--- src/rtl/ram_lsu.sv ---
// ram_lsu -- multi-cycle load/store unit sitting between the regfile/ALU
// datapath and a single-port synchronous RAM.
//
// One request is taken per req_valid/req_ready handshake. The effective
// address is base+offset (wrapping at DATA_WIDTH bits); sums that do not
// fit in ADDR_WIDTH bits are rejected with a one-cycle addr_err pulse.
// Stores drive CS/WE for one cycle. Loads hold CS/OE for RAM_LATENCY cycles,
// then write mem_rdata back to the regfile through W/DA/D.
//
// Ports
//   clk, rst                        clock, asynchronous active-high reset
//   req_valid/req_ready             request handshake (ready only in IDLE)
//   req_load, base, offset,
//   store_data, dest                request payload, latched at accept
//   CS, WE, OE, mem_addr,
//   mem_wdata, mem_rdata            RAM interface
//   W, DA, D                        regfile write-back port
//   busy                            unit not idle
//   addr_err                        one-cycle pulse for an out-of-range request
module ram_lsu #(
  parameter int DATA_WIDTH     = 64,
  parameter int ADDR_WIDTH     = 12,
  parameter int REG_ADDR_WIDTH = 5,
  parameter int RAM_LATENCY    = 1
) (
  input  logic                      clk,
  input  logic                      rst,
  input  logic                      req_valid,
  output logic                      req_ready,
  input  logic                      req_load,
  input  logic [DATA_WIDTH-1:0]     base,
  input  logic [DATA_WIDTH-1:0]     offset,
  input  logic [DATA_WIDTH-1:0]     store_data,
  input  logic [REG_ADDR_WIDTH-1:0] dest,
  output logic                      CS,
  output logic                      WE,
  output logic                      OE,
  output logic [ADDR_WIDTH-1:0]     mem_addr,
  output logic [DATA_WIDTH-1:0]     mem_wdata,
  input  logic [DATA_WIDTH-1:0]     mem_rdata,
  output logic                      W,
  output logic [REG_ADDR_WIDTH-1:0] DA,
  output logic [DATA_WIDTH-1:0]     D,
  output logic                      busy,
  output logic                      addr_err
);

  localparam int CNT_W = (RAM_LATENCY < 2) ? 1 : $clog2(RAM_LATENCY + 1);

  generate
    if (RAM_LATENCY < 1) begin : g_bad_latency
      $error("ram_lsu: RAM_LATENCY must be >= 1");
    end
  endgenerate

  typedef enum logic [2:0] {
    S_IDLE,
    S_ERR,
    S_ACCESS,
    S_WAIT,
    S_WB
  } state_t;

  state_t                    state_q, state_d;
  logic [CNT_W-1:0]          cnt_q, cnt_d;
  logic                      load_q, load_d;
  logic [ADDR_WIDTH-1:0]     addr_q, addr_d;
  logic [DATA_WIDTH-1:0]     wdata_q, wdata_d;
  logic [REG_ADDR_WIDTH-1:0] dest_q, dest_d;

  logic [DATA_WIDTH-1:0]     sum;
  logic                      in_range;
  logic                      accept;

  assign sum      = base + offset;
  assign in_range = (sum[DATA_WIDTH-1:ADDR_WIDTH] == '0);
  // Gated by rst so the unit never advertises ready while held in reset.
  assign req_ready = (state_q == S_IDLE) & ~rst;
  assign accept    = req_valid & req_ready;

  always_comb begin
    state_d   = state_q;
    cnt_d     = cnt_q;
    load_d    = load_q;
    addr_d    = addr_q;
    wdata_d   = wdata_q;
    dest_d    = dest_q;
    CS        = 1'b0;
    WE        = 1'b0;
    OE        = 1'b0;
    mem_addr  = '0;
    mem_wdata = '0;
    W         = 1'b0;
    DA        = '0;
    D         = '0;
    busy      = (state_q != S_IDLE);
    addr_err  = 1'b0;

    case (state_q)
      S_IDLE: begin
        if (accept) begin
          load_d  = req_load;
          dest_d  = dest;
          wdata_d = store_data;
          addr_d  = sum[ADDR_WIDTH-1:0];
          state_d = in_range ? S_ACCESS : S_ERR;
        end
      end
      S_ERR: begin
        addr_err = 1'b1;
        state_d  = S_IDLE;
      end
      S_ACCESS: begin
        CS       = 1'b1;
        mem_addr = addr_q;
        if (load_q) begin
          OE = 1'b1;
          // ACCESS is the first of the RAM_LATENCY read cycles; WAIT covers the rest.
          cnt_d   = CNT_W'(RAM_LATENCY - 1);
          state_d = (RAM_LATENCY == 1) ? S_WB : S_WAIT;
        end else begin
          WE        = 1'b1;
          mem_wdata = wdata_q;
          state_d   = S_IDLE;
        end
      end
      S_WAIT: begin
        CS       = 1'b1;
        OE       = 1'b1;
        mem_addr = addr_q;
        cnt_d    = cnt_q - 1'b1;
        if (cnt_q == CNT_W'(1)) begin
          state_d = S_WB;
        end
      end
      S_WB: begin
        W       = 1'b1;
        DA      = dest_q;
        D       = mem_rdata;
        state_d = S_IDLE;
      end
      default: begin
        state_d = S_IDLE;
      end
    endcase
  end

  // Control state: asynchronous reset aborts any access immediately.
  always_ff @(posedge clk or posedge rst) begin
    if (rst) begin
      state_q <= S_IDLE;
      cnt_q   <= '0;
      load_q  <= 1'b0;
    end else begin
      state_q <= state_d;
      cnt_q   <= cnt_d;
      load_q  <= load_d;
    end
  end

  // Request payload: only observed through state-gated outputs, so no reset.
  always_ff @(posedge clk) begin
    addr_q  <= addr_d;
    wdata_q <= wdata_d;
    dest_q  <= dest_d;
  end

endmodule

--- config.mk ---
export PLATFORM = sky130hd
export DESIGN_NAME = ram_lsu
export DESIGN_NICKNAME = d
export VERILOG_FILES = /design/src/rtl/ram_lsu.sv
export SDC_FILE = /design/constraint.sdc
export NUM_CORES = 1
export LEC_CHECK = 0
export ABC_AREA = 1
export BUFFER_PORTS_ARGS = -buffer_cell sky130_fd_sc_hd__clkbuf_2
export CAP_MARGIN = 20
export CORE_MARGIN = 4
export CORE_UTILIZATION = 40
export CTS_CLUSTER_DIAMETER = 200
export DETAILED_ROUTE_END_ITERATION = 8
export HOLD_SLACK_MARGIN = 0.08
export PLACE_DENSITY_LB_ADDON = 0.05
export SLEW_MARGIN = 40
export SYNTH_ARGS = -nofsm -noshare
export SYNTH_HDL_FRONTEND = slang
export SYNTH_SLANG_ARGS = --single-unit
--- constraint.sdc ---
create_clock -name clk -period 3 [get_ports clk]
set_clock_uncertainty 0.05 [all_clocks]
set_input_delay 0.6 -clock clk [delete_from_list [all_inputs] [get_ports clk]]
set_output_delay 0.6 -clock clk [all_outputs]
set_load 0.01 [all_outputs]
[Word-level counts from Yosys, hierarchy flattened]
Cells that the tools add are included.
Word-level totals
  register bits: 86
  input bits: 265
  logic and storage cells: 45
  output and inout bits: 152
Cells by class
  reductions and logical operators: 8
  equality and inequality tests: 7
  muxes and demuxes: 19
  add/sub/neg operators: 2
  bitwise logic cells: 3
Operators with widths (count)
  2-to-1 mux 64 bit: 3
  adder 64 bit: 1
  zero test 52 bit: 1
  2-to-1 mux 12 bit: 1
  2-to-1 mux 3 bit: 3
  one-hot mux 3 bit (3 select lines): 1
  2-to-1 mux 1 bit: 7
  == test 3 x 2 -> 1 bit (second input constant): 2
  != test 2 bit (second input constant): 3
  AND reduction 2 bit: 3
  2-to-1 mux 5 bit: 1
  one-hot mux 1 bit (2 select lines): 2
  == test 3 x 1 -> 1 bit (second input constant): 1
  == test 3 bit (second input constant): 1
  zero test 3 bit: 1
  nonzero test 3 bit: 1
  AND 1 bit: 2
  2-to-1 mux 2 bit: 1
  nonzero test 2 bit: 1
  OR reduction 2 bit: 1
  NOT 1 bit: 1
  subtractor 1 bit (second input constant): 1

[Depth between registers and ports, before layout]
  depth in word-level cells: 5
  gate-level depth with buffers: 21
  depth with buffers taken out: 21

[Worst setup path before layout]
No wires, ideal clock.
  kind: register to register
  start point: register state_q[2]
  end point: register addr_q[0], enable pin
  buffers on the path: 0
  period minus slack after synthesis: 3.116 ns
  data arrival time: 2.629 ns
  setup time: 0.437 ns
  setup slack: -0.116 ns
  cell stages (with the launch flop): 6
  data required time: 2.513 ns
  cells stage by stage: dfrtp_1 -> nor3_1 -> inv_1 -> nor2_1 -> nand2_1 -> inv_1
Between the ends
  cells in the longest elaborated chain, start to end: 4
RTL lines
  from (decl): RTL line 64  | state_t state_q, state_d;
  from (signal assigned): RTL line 155  | state_q <= state_d;
  zero test 3 bit: RTL line 78  | assign req_ready = (state_q == S_IDLE) & ~rst;
  AND 1 bit: RTL line 78
  named net req_ready: RTL line 29  | output logic req_ready,
  AND 1 bit: RTL line 79  | assign accept = req_valid & req_ready;
  AND reduction 2 bit (no source line)
  to (signal assigned): RTL line 163  | addr_q <= addr_d;
  to (decl): RTL line 67  | logic [ADDR_WIDTH-1:0] addr_q, addr_d;
The timed path passes the listed nets, and every way through them passes these cells.
A chain may end at the register's enable or synchronous reset.

[Worst setup path in the final report]
  start point: input offset[0]
  end point: register state_q[0]
Between the ends
  cells in the longest elaborated chain, start to end: 5
RTL lines
  from (decl): RTL line 32  | input logic [DATA_WIDTH-1:0] offset,
  adder 64 bit: RTL line 75  | assign sum = base + offset;
  zero test 52 bit: RTL line 76  | assign in_range = (sum[DATA_WIDTH-1:ADDR_WIDTH] == '0);
  2-to-1 mux 2 bit: RTL line 106  | state_d = in_range ? S_ACCESS : S_ERR;
  2-to-1 mux 3 bit: RTL line 101  | if (accept) begin
  one-hot mux 3 bit (3 select lines): RTL line 99  | case (state_q)
Every way passes these cells. The select of a mux whose other input is x is not followed.

==> metrics.txt <==
initial DRC count approximately 1100; DRC 0; CORE AREA 0.0245 sq mm; Hold Fails Final Rpt 0; worst hold-check path type in2async; FFs w/ async S/R, synth under 10%; Placed Area roughly 0.013 sq mm; Most used DFF post-synth edfxtp_1; Yosys cell types 31; Ys Warns 0; IR drop worst, VDD 0.296 mV; setup ws final between 0.15 and 0.2 ns; share of layout cells above drive strength 1 25.5%; DP Worst Slack -0.139 ns; Inst Count DP 2622; DR vias/cell approximately 4.6; Setup TNS Final 0 ns; TritonRoute pass-1 iters 5; top cell type's share of synthesized area 24.1%; Final min period about 2.8 ns; Total GRT Usage about 29%; max incr delay on CP 0.40 ns; global-route wire length before repair around 64 mm; post-synth top area cell edfxtp_1; Syn Std Cell Area roughly 0.01 sq mm; final core utilization a little under three fifths; full die area between 0.02 and 0.03 sq mm; Cell Rows 57; Post-CTS Setup Inserts 0; Die W 167 um; synthesized area per cell roughly 5.6 sq um; most used cell, CP nand2_1; Port Buffers between 400 and 500; sequential fraction of the synthesis area roughly 25%; fin cells ~2600; Routed wire per std cell 15.9 um; Max Clk Rate between 300 and 400 MHz; area delta synth->final 34.8%; status finished, final reports clean; number of synthesized flops with an enable pin 81; final setup fails 0; Root Buffer clkbuf_16; antenna violations before repair 4; Post-layout nets 2638; worst slew pin tran ~0.63 ns; type of element capturing the critical path register; Clock Path Buffers 2; vias in the first global route between 10000 and 15000; Switch Pwr roughly 1.5 mW; RSZ-0062 raised after global routing no; Worst R2R End wdata_q[15]; Final Slew Violations 0; Worst-path clk slew approximately 0.060 ns; Clock power frac between 20% and 30%; syn nets approximately 2100; worst r2r src state_q[2]; Fin Hold WS ~0.12 ns; total wire length approximately 42 mm; WP data arrival between 2 and 3 ns; Max Cap Viol 0; CTS tree yes; ANT nets after route 0; via count approximately 12000; CTS buffer count 9; share of power burned in registers 33.1%; initial core utilization 41.1%; count leader, synth nand2_1; final critical-path share of the clock period ~94%; I/O pins between 400 and 500; Mapped Cells between 1500 and 2000; DIE HEIGHT around 170 um; Startpoint Class primary input; Power, Total approximately 4.2 mW; relative slew slack between 50% and 60%; global route overflow 0; Clock Latency Late Sink around 0.33 ns; Slowest-stage cell, CP fa_1; Worst Path Class, Setup in2reg; critical path peak fanout 3; Final Cell Area around 0.014 sq mm; combinational power share roughly two fifths; Synth area leaders edfxtp_1 24%, nand2_1 24%, inv_1 18%; largest net degree at the start of global routing 52; Synth top cells by count 640 x nand2_1, 479 x inv_1, 256 x nor2_1; LEAKAGE 8.83 nW; WP data required ~3.2 ns; Routability Congestion approximately 1.0; Worst Reg2Reg Path Length in Cells 6; Critical Path Start offset[0]; critical path cell sequence clkbuf_2, ha_1, fa_1, nand2_1, nand2_1, nand3_1, nand2_1, nand2_1, nand2_1, xor2_1, nor2_1, nand3_1, nor2_1, nand3_1, o21bai_1, nand2_1; Sw Share between 30 and 40%; FF+latch count, synth between 80 and 90; dpl hpwl approximately 38 mm; CTS Sinks 86; internal power of the cells approximately 2.7 mW; Cell Pwr Density around 310 mW/mm^2; H-tree Lvls 3; R2R Setup Slk around 0.9 ns
-- how the worst max path moves through the flow --
stage                      end  slack, ns  cells after the start
finish              state_q[0]       0.18                     16
floorplan           state_q[0]       0.41                     18
global placement    state_q[0]      -0.19                     16
global route        state_q[1]       0.03                     17
detailed placement  state_q[0]      -0.14                     16
CTS                      D[30]       0.15                      5
-- placed cells by master (no fill, tap or decap), types with 19 or more instances in the layout --
master,synthesis,routed
clkbuf_2,0,416
nand3_1,68,67
nand4_1,20,20
buf_4,0,98
ha_1,63,63
edfxtp_1,81,81
nand2_1,640,639
inv_1,479,478
nor2_1,256,256
a21oi_1,51,51
nor2_2,24,24
xor2_1,19,19
-- critical path: cells and delay by family --
kind | cells | cell delay (ns)
AOI/OAI and AO/OA | 1 | 0.16
xor gates and xnor gates | 1 | 0.18
adders and majority gates | 2 | 0.63
and+or+nand+nor | 11 | 1.32
buffers and inverters | 1 | 0.09
-- cell type report --
type                       count  area (sq um)
inverter                     498          1870
fill                        2635         10900
multi-input combinational   1199          5620
clock buffer                   9           225
antenna                        2          5.00
sequential                    86          2560
timing repair buffer         515          2840
tap                          324           405
clock inverter                 7          72.6
-- layer usage --
layer	up-vias	share of wire, %	GRT usage, %
met5	-	0	0
li1	6290	-	-
met3	28	8.9	4.20
met2	472	44	45.8
met4	0	1.0	4.30
met1	5379	46	43.2
-- cells by family after synthesis --
logic type	after synthesis	synth area share, %
buffers and inverters	513	19.1
adder cells (fa/ha/maj)	64	8.01
XOR/XNOR	23	2.00
AND/OR/NAND/NOR	1043	41.9
AO/OA/AOI/OAI	69	3.62
flip-flops	86	25.4
-- flip-flops by register name (all words and copies together), names as in the netlist --
signal,count
load_q,1
cnt_q,1
state_q,3
addr_q,12
wdata_q,64
dest_q,5
-- power by group through the flow --
stage	logic, mW	registers [mW]	clock network [mW]
after global routing	1.93	1.40	1.17
final	1.73	1.40	1.09
after global placement	1.69	1.42	0
after detailed placement	1.70	1.42	0
after CTS	1.71	1.40	1.12
after floorplan	0.960	1.42	0
-- timing repair --
item | 4_1_cts | 5_1_grt
setup endpoints to repair | 0 | 1
hold buffers | 0 | 0
gates resized for setup | 0 | 1
Note: power is estimated with default switching activity, not from simulation.
